==> config.mk <==
export PLATFORM = sky130hd
export DESIGN_NAME = seg7_scan_ctrl
export DESIGN_NICKNAME = d
export VERILOG_FILES = /design/src/rtl/seg7_pkg.sv /design/src/rtl/seg7_slot_timer.sv /design/src/rtl/seg7_scan_ctrl.sv
export SDC_FILE = /design/constraint.sdc
export NUM_CORES = 1
export LEC_CHECK = 0
export ABC_AREA = 1
export CAP_MARGIN = 20
export CORE_UTILIZATION = 57
export CTS_CLUSTER_DIAMETER = 150
export DETAILED_ROUTE_END_ITERATION = 6
export MAX_ROUTING_LAYER = met4
export PLACE_DENSITY = 0.81
export SETUP_SLACK_MARGIN = 0.4
export SLEW_MARGIN = 20
export SYNTH_ARGS = -nofsm -noshare
export SYNTH_HDL_FRONTEND = slang
export SYNTH_HIERARCHICAL = 1
export SYNTH_SLANG_ARGS = --single-unit
==> constraint.sdc <==
create_clock -name i_clk -period 4.13 [get_ports i_clk]
set_input_delay 1.0325 -clock i_clk [delete_from_list [all_inputs] [get_ports i_clk]]
set_output_delay 1.0325 -clock i_clk [all_outputs]
set_load 0.01 [all_outputs]
==> src/rtl/seg7_pkg.sv <==
// Shared constants for the 7-segment scan controller: default geometry,
// slot FSM encodings and a counter-width helper.
package seg7_pkg;

  localparam int DEF_DIGITS   = 4;
  localparam int DEF_TICK_DIV = 1000;
  localparam int DEF_GUARD    = 2;

  localparam logic [0:0] ST_GUARD = 1'b0;
  localparam logic [0:0] ST_DRIVE = 1'b1;

  // Width needed to count 0..n-1, never below one bit.
  function automatic int cnt_w(input int n);
    return (n > 1) ? $clog2(n) : 1;
  endfunction

endpackage

==> src/rtl/seg7_slot_timer.sv <==
// Slot timer: cycle counter within a slot, GUARD/DRIVE FSM and digit index.
// Exposes next-state views so the controller can register outputs cycle-aligned.
module seg7_slot_timer
  import seg7_pkg::*;
#(
  parameter int DIGITS   = DEF_DIGITS,
  parameter int TICK_DIV = DEF_TICK_DIV,
  parameter int GUARD    = DEF_GUARD,
  localparam int CW      = cnt_w(TICK_DIV),
  localparam int IW      = cnt_w(DIGITS)
) (
  input  logic          i_clk,
  input  logic          i_rst_n,
  output logic [IW-1:0] o_idx_next,
  output logic          o_guard_next,
  output logic          o_last_next,
  output logic          o_wrap
);

  logic [CW-1:0] r_cnt;
  logic [IW-1:0] r_idx;
  logic [0:0]    r_state;

  logic          w_slot_end;
  logic [CW-1:0] w_cnt_next;
  logic [IW-1:0] w_idx_next;
  logic [0:0]    w_state_next;

  assign w_slot_end = (r_cnt == CW'(TICK_DIV - 1));
  assign w_cnt_next = w_slot_end ? '0 : r_cnt + 1'b1;
  assign w_idx_next = !w_slot_end ? r_idx :
                      (r_idx == IW'(DIGITS - 1)) ? '0 : r_idx + 1'b1;

  always_comb begin
    w_state_next = r_state;
    case (r_state)
      ST_GUARD: if (r_cnt == CW'(GUARD - 1)) w_state_next = ST_DRIVE;
      ST_DRIVE: if (w_slot_end)              w_state_next = ST_GUARD;
      default:                               w_state_next = ST_GUARD;
    endcase
  end

  always_ff @(posedge i_clk or negedge i_rst_n) begin
    if (!i_rst_n) begin
      r_cnt   <= '0;
      r_idx   <= '0;
      r_state <= ST_GUARD;
    end else begin
      r_cnt   <= w_cnt_next;
      r_idx   <= w_idx_next;
      r_state <= w_state_next;
    end
  end

  assign o_idx_next   = w_idx_next;
  assign o_guard_next = (w_state_next == ST_GUARD);
  assign o_last_next  = (w_cnt_next == CW'(TICK_DIV - 1)) && (w_idx_next == IW'(DIGITS - 1));
  assign o_wrap       = w_slot_end && (r_idx == IW'(DIGITS - 1));

endmodule

==> src/rtl/seg7_scan_ctrl.sv <==
// Multiplexed 7-segment scan controller: double-buffered frame (pending/active),
// valid/ready load handshake and registered decoder/anode outputs.
module seg7_scan_ctrl
  import seg7_pkg::*;
#(
  parameter int DIGITS   = DEF_DIGITS,
  parameter int TICK_DIV = DEF_TICK_DIV,
  parameter int GUARD    = DEF_GUARD
) (
  input  logic                  i_clk,
  input  logic                  i_rst_n,
  input  logic                  i_load_valid,
  output logic                  o_load_ready,
  input  logic [4*DIGITS-1:0]   i_load_data,
  input  logic [DIGITS-1:0]     i_load_mode,
  input  logic [DIGITS-1:0]     i_load_blank,
  output logic                  o_seg_mode,
  output logic [3:0]            o_seg_data,
  output logic [DIGITS-1:0]     o_an_n,
  output logic                  o_frame_done
);

  localparam int IW = cnt_w(DIGITS);

  logic [IW-1:0]         w_idx_next;
  logic                  w_guard_next;
  logic                  w_last_next;
  logic                  w_wrap;

  logic                  r_pend_full;
  logic [4*DIGITS-1:0]   r_pend_data;
  logic [DIGITS-1:0]     r_pend_mode;
  logic [DIGITS-1:0]     r_pend_blank;
  logic [4*DIGITS-1:0]   r_act_data;
  logic [DIGITS-1:0]     r_act_mode;
  logic [DIGITS-1:0]     r_act_blank;

  logic                  w_fire;
  logic                  w_swap;
  logic [4*DIGITS-1:0]   w_data_next;
  logic [DIGITS-1:0]     w_mode_next;
  logic [DIGITS-1:0]     w_blank_next;
  logic [3:0]            w_nib [DIGITS];
  logic [DIGITS-1:0]     w_an_next;

  seg7_slot_timer #(
    .DIGITS   (DIGITS),
    .TICK_DIV (TICK_DIV),
    .GUARD    (GUARD)
  ) u_timer (
    .i_clk        (i_clk),
    .i_rst_n      (i_rst_n),
    .o_idx_next   (w_idx_next),
    .o_guard_next (w_guard_next),
    .o_last_next  (w_last_next),
    .o_wrap       (w_wrap)
  );

  assign o_load_ready = ~r_pend_full;
  assign w_fire       = i_load_valid & ~r_pend_full;
  // The swap lands on the edge into the first cycle of slot 0, so that whole slot shows the new frame.
  assign w_swap       = w_wrap & r_pend_full;

  assign w_data_next  = w_swap ? r_pend_data  : r_act_data;
  assign w_mode_next  = w_swap ? r_pend_mode  : r_act_mode;
  assign w_blank_next = w_swap ? r_pend_blank : r_act_blank;

  for (genvar gi = 0; gi < DIGITS; gi++) begin : g_digit
    assign w_nib[gi]     = w_data_next[4*gi +: 4];
    assign w_an_next[gi] = ~((w_idx_next == IW'(gi)) & ~w_guard_next & ~w_blank_next[gi]);
  end

  always_ff @(posedge i_clk or negedge i_rst_n) begin
    if (!i_rst_n) begin
      r_pend_full  <= 1'b0;
      r_pend_data  <= '0;
      r_pend_mode  <= '0;
      r_pend_blank <= '0;
    end else if (w_fire) begin
      r_pend_full  <= 1'b1;
      r_pend_data  <= i_load_data;
      r_pend_mode  <= i_load_mode;
      r_pend_blank <= i_load_blank;
    end else if (w_swap) begin
      r_pend_full  <= 1'b0;
    end
  end

  always_ff @(posedge i_clk or negedge i_rst_n) begin
    if (!i_rst_n) begin
      r_act_data   <= '0;
      r_act_mode   <= '0;
      r_act_blank  <= '1;
      o_seg_data   <= 4'h0;
      o_seg_mode   <= 1'b0;
      o_an_n       <= '1;
      o_frame_done <= 1'b0;
    end else begin
      r_act_data   <= w_data_next;
      r_act_mode   <= w_mode_next;
      r_act_blank  <= w_blank_next;
      o_seg_data   <= w_nib[w_idx_next];
      o_seg_mode   <= w_mode_next[w_idx_next];
      o_an_n       <= w_an_next;
      o_frame_done <= w_last_next;
    end
  end

endmodule

==> results.tsv, run 1 <==
metric	value	unit
Worst-path clk slew	0.08	ns
share of cells above drive strength 1	0.09800	
Slew headroom	0.3294	
Arrival @ worst endpoint	1.96	ns
Psw	0.2829	mW
Setup Skew	0.007678	ns
Post-Synth XOR/XNOR Area	0	
Reg-to-Reg Start	u_timer/r_cnt[0]$_DFF_PN0_	
library cells used by synthesis	27	
Slew @ Worst Pin	1.002	ns
chip width	79.02	um
Wirelength per Cell	12.34	um
Remaining Overflow, GRT	0	
number of DRC markers in iteration 0	150	
Logic pwr share	0.031	
Die Ht	79.02	um
Post-Syn Nets	436	
Post-Synth Adder-Cell Area	0.01480	
pwr/cell area	309.8	nW/um2
worst hold path stage count	2	
Compound-Gate Fraction of Synth Area	0.04034	
Max Clk Rate	333.8	MHz
CP max-delay cell	dfrtp_1	
Synth Area in Simple Gates	0.2927	
worst skew pair latency	0.35	ns
crit path kind	flop to output pin	
share of the synthesized area in the top cell type	0.4737	
Tot Pwr	1.225	mW
clock buffer depth	2	
total core area	5608	um2
Final Hold Violating Endpoints	0	
crit path max fanout	23	
Placer Congestion	0.8177	
reg-to-reg endpoint	o_seg_data[0]$_DFF_PN0_	
MaxCap Viol Count	0	
total CTS buffers	9	
reg2reg setup slack	1.35	ns
Rows	27	
commonest non-fill, non-tap cell in the layout	inv_1	
most frequent cells in the layout	inv_1 (82), nand2_1 (70), dfrtp_1 (64)	
worst path cell trace	inv_2 -> clkdlybuf4s50_1	
hold endpoint	r_pend_blank[3]$_DFFE_PN0P_	
CTS tree	built	
Final nets	475	
#FFs+latches synth	72	
hold bufs inserted after CTS	0	
Antenna Violating Nets Remaining	0	
# Post-CTS Setup Buffers	0	
GR Util All Layers	0.2417	
Hold Path Origin	r_pend_blank[3]$_DFFE_PN0P_	
Clock Tree Root	clkbuf_8	
max-slew violations	0	
Leakage	2.131	nW
sequential area share after synthesis	0.5359	
DP Wirelength	4507	um
mapped cell area	3381	um2
CP Launch Type	flop	
clock share of power	0.393	
Placed Area	3782	um2
first-pass GRT wire length	11140	um
post-route cell area	3955	um2
remaining routing DRC violations	0	
Worst R2R Path Depth	11	
Avg Inst Size Synth	8.348	um2
Total Wirelength	6429	um
CP max stage delay	0.89	ns
YS warnings	6	
Initial Util	0.6029	
Hold WC Path Type	flop to flop	
growth of design area from synthesis to finish	16.99	%
endpoint class of the critical path	output pin	
internal power component	0.9422	mW
H-tree depth	3	
Die ar.	6243	um2
initial antenna violation count	0	
vias in the first global route	2496	
worst vdd ir	0.0002029	V
RSZ-0062 raised after global routing	false	
status	finished clean	
# clock sinks	72	
Worst setup startpoint	r_pend_full$_DFFE_PN0P_	
WP data required	3.10	ns
via count	2612	
area leader, netlist	dfrtp_1	
Buffers on Ports	37	
post-synthesis mux area share	0	
Sw Share	0.2309	
io pins	38	
largest family of logic cells by synthesized area	simple AND/OR/NAND/NOR gates	
pin count of the biggest net entering global routing	46	
# resized after CTS	0	
Tcrit/Tclk final	0.7254	
top cells by area, synth	dfrtp_1 (47%), inv_1 (9.1%), nand3_1 (8.9%)	
drt pass-1 iters	4	
Tmin final	2.996	ns
via/cell ratio	5.013	
Setup TNS Final	0	ns
Reg power frac	0.575	
endpoints failing setup	0	
Gate Count Post-Synth	405	
final design utilization	0.7053	
ANT cells	0	
==> logic make-up (layout without fill, tap and decap cells) <==
family                   count (synthesis)  in the layout
flip-flops                              72             72
buffers and inverters                   96            140
AND/OR/NAND/NOR                        206            206
AO/OA/AOI/OAI                           27             27
adder cells (fa/ha/maj)                  4              4
==> how the worst max path moves through the flow <==
stage / cells past startpoint / end / slack (ns)
after global routing: 2 / o_load_ready / 1.00
after floorplan: 11 / o_seg_data[1]$_DFF_PN0_ / 2.20
after detailed placement: 11 / o_seg_data[1]$_DFF_PN0_ / 1.47
after global placement: 2 / o_load_ready / 1.55
after CTS: 2 / o_load_ready / 1.13
final: 2 / o_load_ready / 1.13
==> Yosys cell counts <==
cell and count:
nand3_2 1, clkbuf_2 1, o21ai_1 3, o21ai_0 1, inv_2 2, o22ai_1 1, a21oi_1 22, nor2_2 5
nand3_1 60, dfrtp_1 64, nand2_2 1, dfstp_2 8, nor2_1 36, buf_4 3, nand4_1 5, buf_2 6
ha_1 4, nor3_4 1, nand2_4 3, buf_6 1, inv_1 82, nor3_2 1, clkinv_4 1, nor2_4 2
and2_1 20, nor3_1 1, nand2_1 70
==> critical path: cells and delay by family (launching register included) <==
| family | cells | cell delay, ns |
|---|---|---|
| flops | 1 | 0.89 |
| buf+inv | 2 | 0.73 |
==> flip-flops by register name (all words and copies together), names as in the netlist <==
name             cells
u_timer/r_state      1
r_pend_blank         4
u_timer/r_idx        2
r_act_data          16
o_seg_mode           1
o_seg_data           4
r_pend_mode          4
o_an_n               4
r_act_blank          4
r_pend_data         16
o_frame_done         1
u_timer/r_cnt       10
r_pend_full          1
r_act_mode           4
==> power groups by stage <==
stage          combinational (mW)  clock [mW]  sequential, mW
2_1_floorplan            0.000125           0           0.719
3_3_place_gp               0.0392           0           0.718
4_1_cts                    0.0399       0.494           0.705
6_report                   0.0384       0.482           0.705
3_5_place_dp               0.0398           0           0.718
5_1_grt                    0.0432       0.520           0.705
==> per-stage QoR <==
step                      hold WS [ns]  worst slack, ns  std cells
after floorplan                 0.4423            2.205        405
after global placement          0.4597            1.555        505
after detailed placement        0.4660            1.475        505
after CTS                       0.4865            1.129        521
after global routing            0.5120            1.002        521
final                           0.4872            1.134        521
==> per-layer routing <==
layer	share of wire	wire, um	track usage
met3	0.040	256	0.03563
met2	0.47	3023	0.3776
met1	0.46	2964	0.3102
met4	0.029	184	0.1200
met5	0	0	-
==> cell type report <==
type / instances / area, um2
clock buffers: 9 / 123.9
clock inverters: 7 / 48.80
fillers: 455 / 1653
inverters: 85 / 324.1
multi-input cells: 237 / 1176
flip-flops and latches: 72 / 1812
well taps: 72 / 90.09
repair buffers: 39 / 380.4
No activity file was read; power rests on OpenSTA's default activity.
==> run 2, diff against run 1 <==
--- a/config.mk
+++ b/config.mk
@@ -7,11 +7,11 @@
 export LEC_CHECK = 0
 export ABC_AREA = 1
 export CAP_MARGIN = 20
-export CORE_UTILIZATION = 57
+export CORE_UTILIZATION = 56
 export CTS_CLUSTER_DIAMETER = 150
 export DETAILED_ROUTE_END_ITERATION = 6
 export MAX_ROUTING_LAYER = met4
-export PLACE_DENSITY = 0.81
+export PLACE_DENSITY = 0.8
 export SETUP_SLACK_MARGIN = 0.4
 export SLEW_MARGIN = 20
 export SYNTH_ARGS = -nofsm -noshare
==> constraint.sdc (replaced) <==
create_clock -name i_clk -period 2.9 [get_ports i_clk]
set_input_delay 0.725 -clock i_clk [delete_from_list [all_inputs] [get_ports i_clk]]
set_output_delay 0.725 -clock i_clk [all_outputs]
set_load 0.01 [all_outputs]
==> run 2 against run 1 <==
Net effect: clock skew down 0.00084 ns; setup slack worse by 0.50 ns; count of clock-buffer cells in the layout up 4; critical endpoint is now o_seg_data[2]$_DFF_PN0_.
==> results.tsv, run 2 (same netlist as run 1, synthesis figures left out) <==
metric	value	unit	change
post-route cell area	4001	um2	+1.2%
vias in the first global route	2466		-1.2%
Hold WC Path Type	input port to async pin		
first-pass GRT wire length	11210	um	+0.68%
Max Clk Rate	441.1	MHz	
Slew @ Worst Pin	0.6188	ns	-0.3835 ns
Psw	0.3679	mW	+30%
Setup Skew	0.006837	ns	-0.0008411 ns
io pins	38		unchanged
final design utilization	0.7050		about the same
hold bufs inserted after CTS	0		unchanged
MaxCap Viol Count	0		unchanged
Die Ht	79.70	um	+0.87%
Worst path most repeated cell	nand2_1		
H-tree depth	3		unchanged
most frequent cells in the layout	inv_1 (82), nand2_1 (70), dfrtp_1 (64)		
commonest non-fill, non-tap cell in the layout	inv_1		
biggest regs	r_act_data x16, r_pend_data x16, u_timer/r_cnt x10		
clock share of power	0.426		+0.033
pwr/cell area	461.6	nW/um2	+49%
Slew headroom	0.5875		+0.2581
endpoints failing setup	0		unchanged
initial antenna violation count	0		unchanged
Remaining Overflow, GRT	0		unchanged
via count	2553		-2.3%
crit path max fanout	27		+17%
ANT cells	0		unchanged
clock buffer depth	2		unchanged
max-slew violations	0		unchanged
Final nets	476		+0.21%
Leakage	2.166	nW	+1.6%
Multi-input gate area	1176	um2	unchanged
Arrival @ worst endpoint	2.55	ns	+0.59 ns
chip width	79.70	um	+0.87%
share of cells above drive strength 1	0.09556		-0.002440
DP Wirelength	4384	um	-2.7%
WP data required	3.18	ns	+0.08 ns
Placed Area	3802	um2	+0.53%
Antenna Violating Nets Remaining	0		unchanged
crit path kind	flop to flop		
Total Wirelength	6288	um	-2.2%
Placer Congestion	0.8569		+4.8%
worst path cell trace	ha_1 -> nand3_1 -> nor2_2 -> nand2_4 -> nor2_1 -> buf_4 -> nand2_4 -> nand2_1 -> nand3_1 -> nand2_1 -> inv_1 -> nand2_1		
pin count of the biggest net entering global routing	46		unchanged
Sw Share	0.1992		-0.03171
Logic pwr share	0.031		about the same
Tmin final	2.267	ns	
Die ar.	6352	um2	+1.7%
CP Launch Type	flop		
Wirelength per Cell	12.05	um	-2.4%
CTS tree	built		
final setup margin	0.6327	ns	-0.5012 ns
Layout Cells excl Fill	522		+0.19%
endpoint class of the critical path	flop		
placed instance count	506		+0.20%
total CTS buffers	9		unchanged
Buffers on Ports	37		unchanged
CP max-delay cell	dfrtp_1		
Tcrit/Tclk final	0.7818		
GR Util All Layers	0.2414		-0.0003824
total core area	5675	um2	+1.2%
remaining routing DRC violations	0		unchanged
growth of design area from synthesis to finish	18.36	%	
via/cell ratio	4.891		-2.4%
Initial Util	0.5957		-0.007177
Reg power frac	0.544		-0.031
# clock sinks	72		unchanged
RSZ-0062 raised after global routing	false		
# resized after CTS	0		unchanged
worst vdd ir	0.0004214	V	+110%
# Post-CTS Setup Buffers	0		unchanged
worst skew pair latency	0.34	ns	about the same
number of DRC markers in iteration 0	189		+26%
drt pass-1 iters	4		unchanged
Setup WS pre-CTS	0.6720	ns	-0.8027 ns
Final Hold Violating Endpoints	0		unchanged
Worst-path clk slew	0.07	ns	about the same
CP max stage delay	0.45	ns	-0.44 ns
status	finished clean		
Rows	27		unchanged
# fillers	471		+3.5%
Clock Tree Root	clkbuf_8		
Setup TNS Final	0	ns	unchanged
internal power component	1.479	mW	+57%
Reg area	1812	um2	unchanged
-- run 2: changes by cell type in the layout (fill, tap and decap cells not counted) --
| cell | delta |
|---|---|
| bufinv_16 | +1 |
| clkbuf_8 | +2 |
| clkbuf_1 | +2 |
| clkinvlp_4 | -4 |
| buf_12 | +1 |
| clkinv_4 | -1 |
-- run 2: per-stage QoR --
stage	total power [mW]	hold WS, ns
6_report	1.847	0.3997
5_1_grt	1.914	0.4461
4_1_cts	1.863	0.4130
3_5_place_dp	1.081	0.4644
3_3_place_gp	1.081	0.4622
2_1_floorplan	1.024	0.4294
-- run 2: final timing paths --
check	startpoint	endpoint	slack [ns]	cells past startpoint
worst max-delay path	u_timer/r_cnt[0]$_DFF_PN0_	o_seg_data[2]$_DFF_PN0_	0.63	12
worst min-delay path	i_rst_n	u_timer/r_cnt[4]$_DFF_PN0_	0.40	1
worst max register to register	u_timer/r_cnt[0]$_DFF_PN0_	o_seg_data[2]$_DFF_PN0_	0.63	12
worst min register to register	r_pend_blank[2]$_DFFE_PN0P_	r_pend_blank[2]$_DFFE_PN0P_	0.48	2
max in group asynchronous	i_rst_n	o_seg_data[3]$_DFF_PN0_	1.85	2
min in group i_clk	r_pend_blank[2]$_DFFE_PN0P_	r_pend_blank[2]$_DFFE_PN0P_	0.48	2
-- run 2: power groups by stage --
stage | clock network, mW | registers, mW | logic (mW)
6_report | 0.786 | 1.00 | 0.0564
4_1_cts | 0.800 | 1.00 | 0.0584
3_3_place_gp | 0 | 1.02 | 0.0577
2_1_floorplan | 0 | 1.02 | 0.000177
5_1_grt | 0.847 | 1.00 | 0.0631
3_5_place_dp | 0 | 1.02 | 0.0581
-- run 2: area by class of cell --
| class | count | share of cell area |
|---|---|---|
| sequential | 72 | 0.4528 |
| tap | 72 | 0.02251 |
| timing repair buffer | 40 | 0.1001 |
| clock buffer | 13 | 0.03971 |
| clock inverter | 3 | 0.01001 |
| inverter | 85 | 0.08099 |
| multi-input combinational | 237 | 0.2939 |
-- run 2: worst max-delay path: cells and delay by family (launching register included) --
family | cells | cell delay [ns]
flops | 1 | 0.45
fa+ha+maj | 1 | 0.28
simple gates | 9 | 1.15
buf+inv | 2 | 0.32
-- run 2: layer usage --
layer  part of all wire  routed length [um]  GRT usage
met5                  0                   0          -
met4              0.017                 105     0.1073
met3              0.048                 300    0.04229
met2               0.48                3011     0.3752
met1               0.46                2871     0.3110
==> run 3, diff against run 2 <==
==> constraint.sdc (replaced) <==
create_clock -name i_clk -period 2.28 [get_ports i_clk]
set_input_delay 0.57 -clock i_clk [delete_from_list [all_inputs] [get_ports i_clk]]
set_output_delay 0.57 -clock i_clk [all_outputs]
set_load 0.01 [all_outputs]
==> run 3 against run 2 <==
Net effect: count of clock-buffer cells in the layout is 1 lower; die area stayed put; critical path depth is 11 lower; global-route usage is 1.9 points higher; core utilization is 4.6 points higher; via count is 8.0% higher; sequential power is 28% higher; wire length is 16% higher; worst hold slack worse by 0.17 ns; critical endpoint is now o_seg_data[3].
==> results.tsv, run 3 (same netlist as run 1, synthesis figures left out) <==
metric	value	unit	change
Final nets	490		+2.9%
pin count of the biggest net entering global routing	73		+59%
Remaining Overflow, GRT	0		unchanged
most frequent cells in the layout	inv_1 (80), nand2_1 (64), dfrtp_1 (61)		
remaining routing DRC violations	0		unchanged
Tmin final	1.812	ns	
Worst-path clk slew	0.08	ns	about the same
Placed Area	3817	um2	+0.39%
Placer Congestion	0.8176		-4.6%
growth of design area from synthesis to finish	26.13	%	
ANT cells	0		unchanged
post-route cell area	4264	um2	+6.6%
placed instance count	506		unchanged
Antenna Violating Nets Remaining	0		unchanged
vias in the first global route	2702		+9.6%
crit path max fanout	1		-96%
Tcrit/Tclk final	0.7945		
share of cells above drive strength 1	0.1659		+0.07039
Rows	27		unchanged
Setup TNS Final	0	ns	unchanged
max-slew violations	0		unchanged
Wirelength per Cell	13.66	um	+13%
Slew @ Worst Pin	0.4286	ns	-0.1902 ns
clock buffer depth	2		unchanged
RSZ-0062 raised after global routing	true		
Hold WC Path Type	input port to async pin		
H-tree depth	3		unchanged
Arrival @ worst endpoint	1.24	ns	-1.31 ns
Leakage	2.251	nW	+4.0%
worst path cell trace	clkdlybuf4s50_1		
status	finished clean		
WP data required	1.71	ns	-1.47 ns
number of DRC markers in iteration 0	196		+3.7%
io pins	38		unchanged
Die ar.	6352	um2	unchanged
CTS tree	built		
# clock sinks	72		unchanged
pwr/cell area	585.5	nW/um2	+27%
Slew headroom	0.7140		+0.1266
commonest non-fill, non-tap cell in the layout	inv_1		
Clock Tree Root	clkbuf_8		
initial antenna violation count	0		unchanged
via count	2756		+8.0%
worst skew pair latency	0.34	ns	about the same
Setup Skew	0.006326	ns	-0.0005115 ns
worst vdd ir	0.0005397	V	+28%
biggest regs	r_act_data x16, r_pend_data x16, u_timer/r_cnt x10		
Final Hold Violating Endpoints	0		unchanged
total core area	5675	um2	unchanged
CP max-delay cell	clkdlybuf4s50_1		
crit path kind	flop to output pin		
endpoints failing setup	0		unchanged
GR Util All Layers	0.2602		+0.01880
crit-path leading delay family	buffers and inverters		
via/cell ratio	5.142		+5.1%
DP Wirelength	4456	um	+1.7%
Die Ht	79.70	um	unchanged
final design utilization	0.7513		+0.04630
Max Clk Rate	552.0	MHz	
first-pass GRT wire length	12150	um	+8.4%
MaxCap Viol Count	0		unchanged
total CTS buffers	9		unchanged
Buffers on Ports	37		unchanged
Initial Util	0.5957		unchanged
chip width	79.70	um	unchanged
Layout Cells excl Fill	536		+2.7%
final hold slack	0.2334	ns	-0.1664 ns
Total Wirelength	7323	um	+16%
CP bufs+invs	1		-1
CP Launch Type	flop		
drt pass-1 iters	4		unchanged
CP max stage delay	0.54	ns	+0.09 ns
endpoint class of the critical path	output pin		
[run 3: cell count changes in the layout (fill, tap and decap cells not counted), sizes merged]
cell | previous run | this run
bufinv | 1 | 2
clkbuf | 13 | 12
buf | 4 | 16
clkinvlp | 0 | 1
nand2 | 74 | 75
bufbuf | 0 | 1
clkinv | 3 | 2
dlygate4sd2 | 0 | 5
clkdlybuf4s50 | 36 | 31
[run 3: routing by layer]
| layer | routed length, um | vias to the layer above | GRT usage | share of wire |
|---|---|---|---|---|
| li1 | - | 1347 | - | - |
| met1 | 3095 | 1315 | 0.3225 | 0.42 |
| met2 | 3761 | 83 | 0.4291 | 0.51 |
| met3 | 345 | 11 | 0.04571 | 0.047 |
| met4 | 120 | 0 | 0.09273 | 0.016 |
| met5 | 0 | - | - | 0 |
[run 3: final timing paths]
check	from	end	slack (ns)	depth (start not counted)
max reg2reg	u_timer/r_cnt[1]$_DFF_PN0_	o_seg_mode$_DFF_PN0_	0.48	11
min	i_rst_n	u_timer/r_cnt[1]$_DFF_PN0_	0.23	2
min in group i_clk	r_pend_blank[3]$_DFFE_PN0P_	r_pend_blank[3]$_DFFE_PN0P_	0.48	2
min reg2reg	r_pend_blank[3]$_DFFE_PN0P_	r_pend_blank[3]$_DFFE_PN0P_	0.48	2
max	o_seg_data[3]$_DFF_PN0_	o_seg_data[3]	0.47	1
max in group asynchronous	i_rst_n	o_an_n[1]$_DFF_PN1_	1.69	2
[run 3: power by group]
part           internal, mW  switching [mW]  leakage, nW
clock                 0.678           0.469        0.113
combinational        0.0413          0.0308         1.29
sequential             1.28               0        0.844
[run 3: what timing repair did]
item                       in CTS  in global routing
gates cloned                    1                  1
setup endpoints to repair      38                  9
pin swaps                       4                  4
resized for setup              16                 14
hold buffers                    0                  0
buffers inserted                8                  4
[run 3: metrics by stage]
| step | total power [mW] | worst slack (ns) |
|---|---|---|
| 2_1_floorplan | 1.302 | 0.4594 |
| 4_1_cts | 2.522 | 0.4243 |
| 5_1_grt | 2.581 | 0.3664 |
| 6_report | 2.497 | 0.4684 |
| 3_3_place_gp | 1.375 | 0.1647 |
| 3_5_place_dp | 1.375 | 0.09370 |
[run 3: area by class of cell]
| cell class | count | area [um2] |
|---|---|---|
| flip-flops and latches | 72 | 1815 |
| fillers | 389 | 1411 |
| multi-input cells | 238 | 1274 |
| repair buffers | 53 | 529.3 |
| inverters | 85 | 324.1 |
| clock buffers | 12 | 155.1 |
| well taps | 72 | 90.09 |
| clock inverters | 4 | 76.32 |
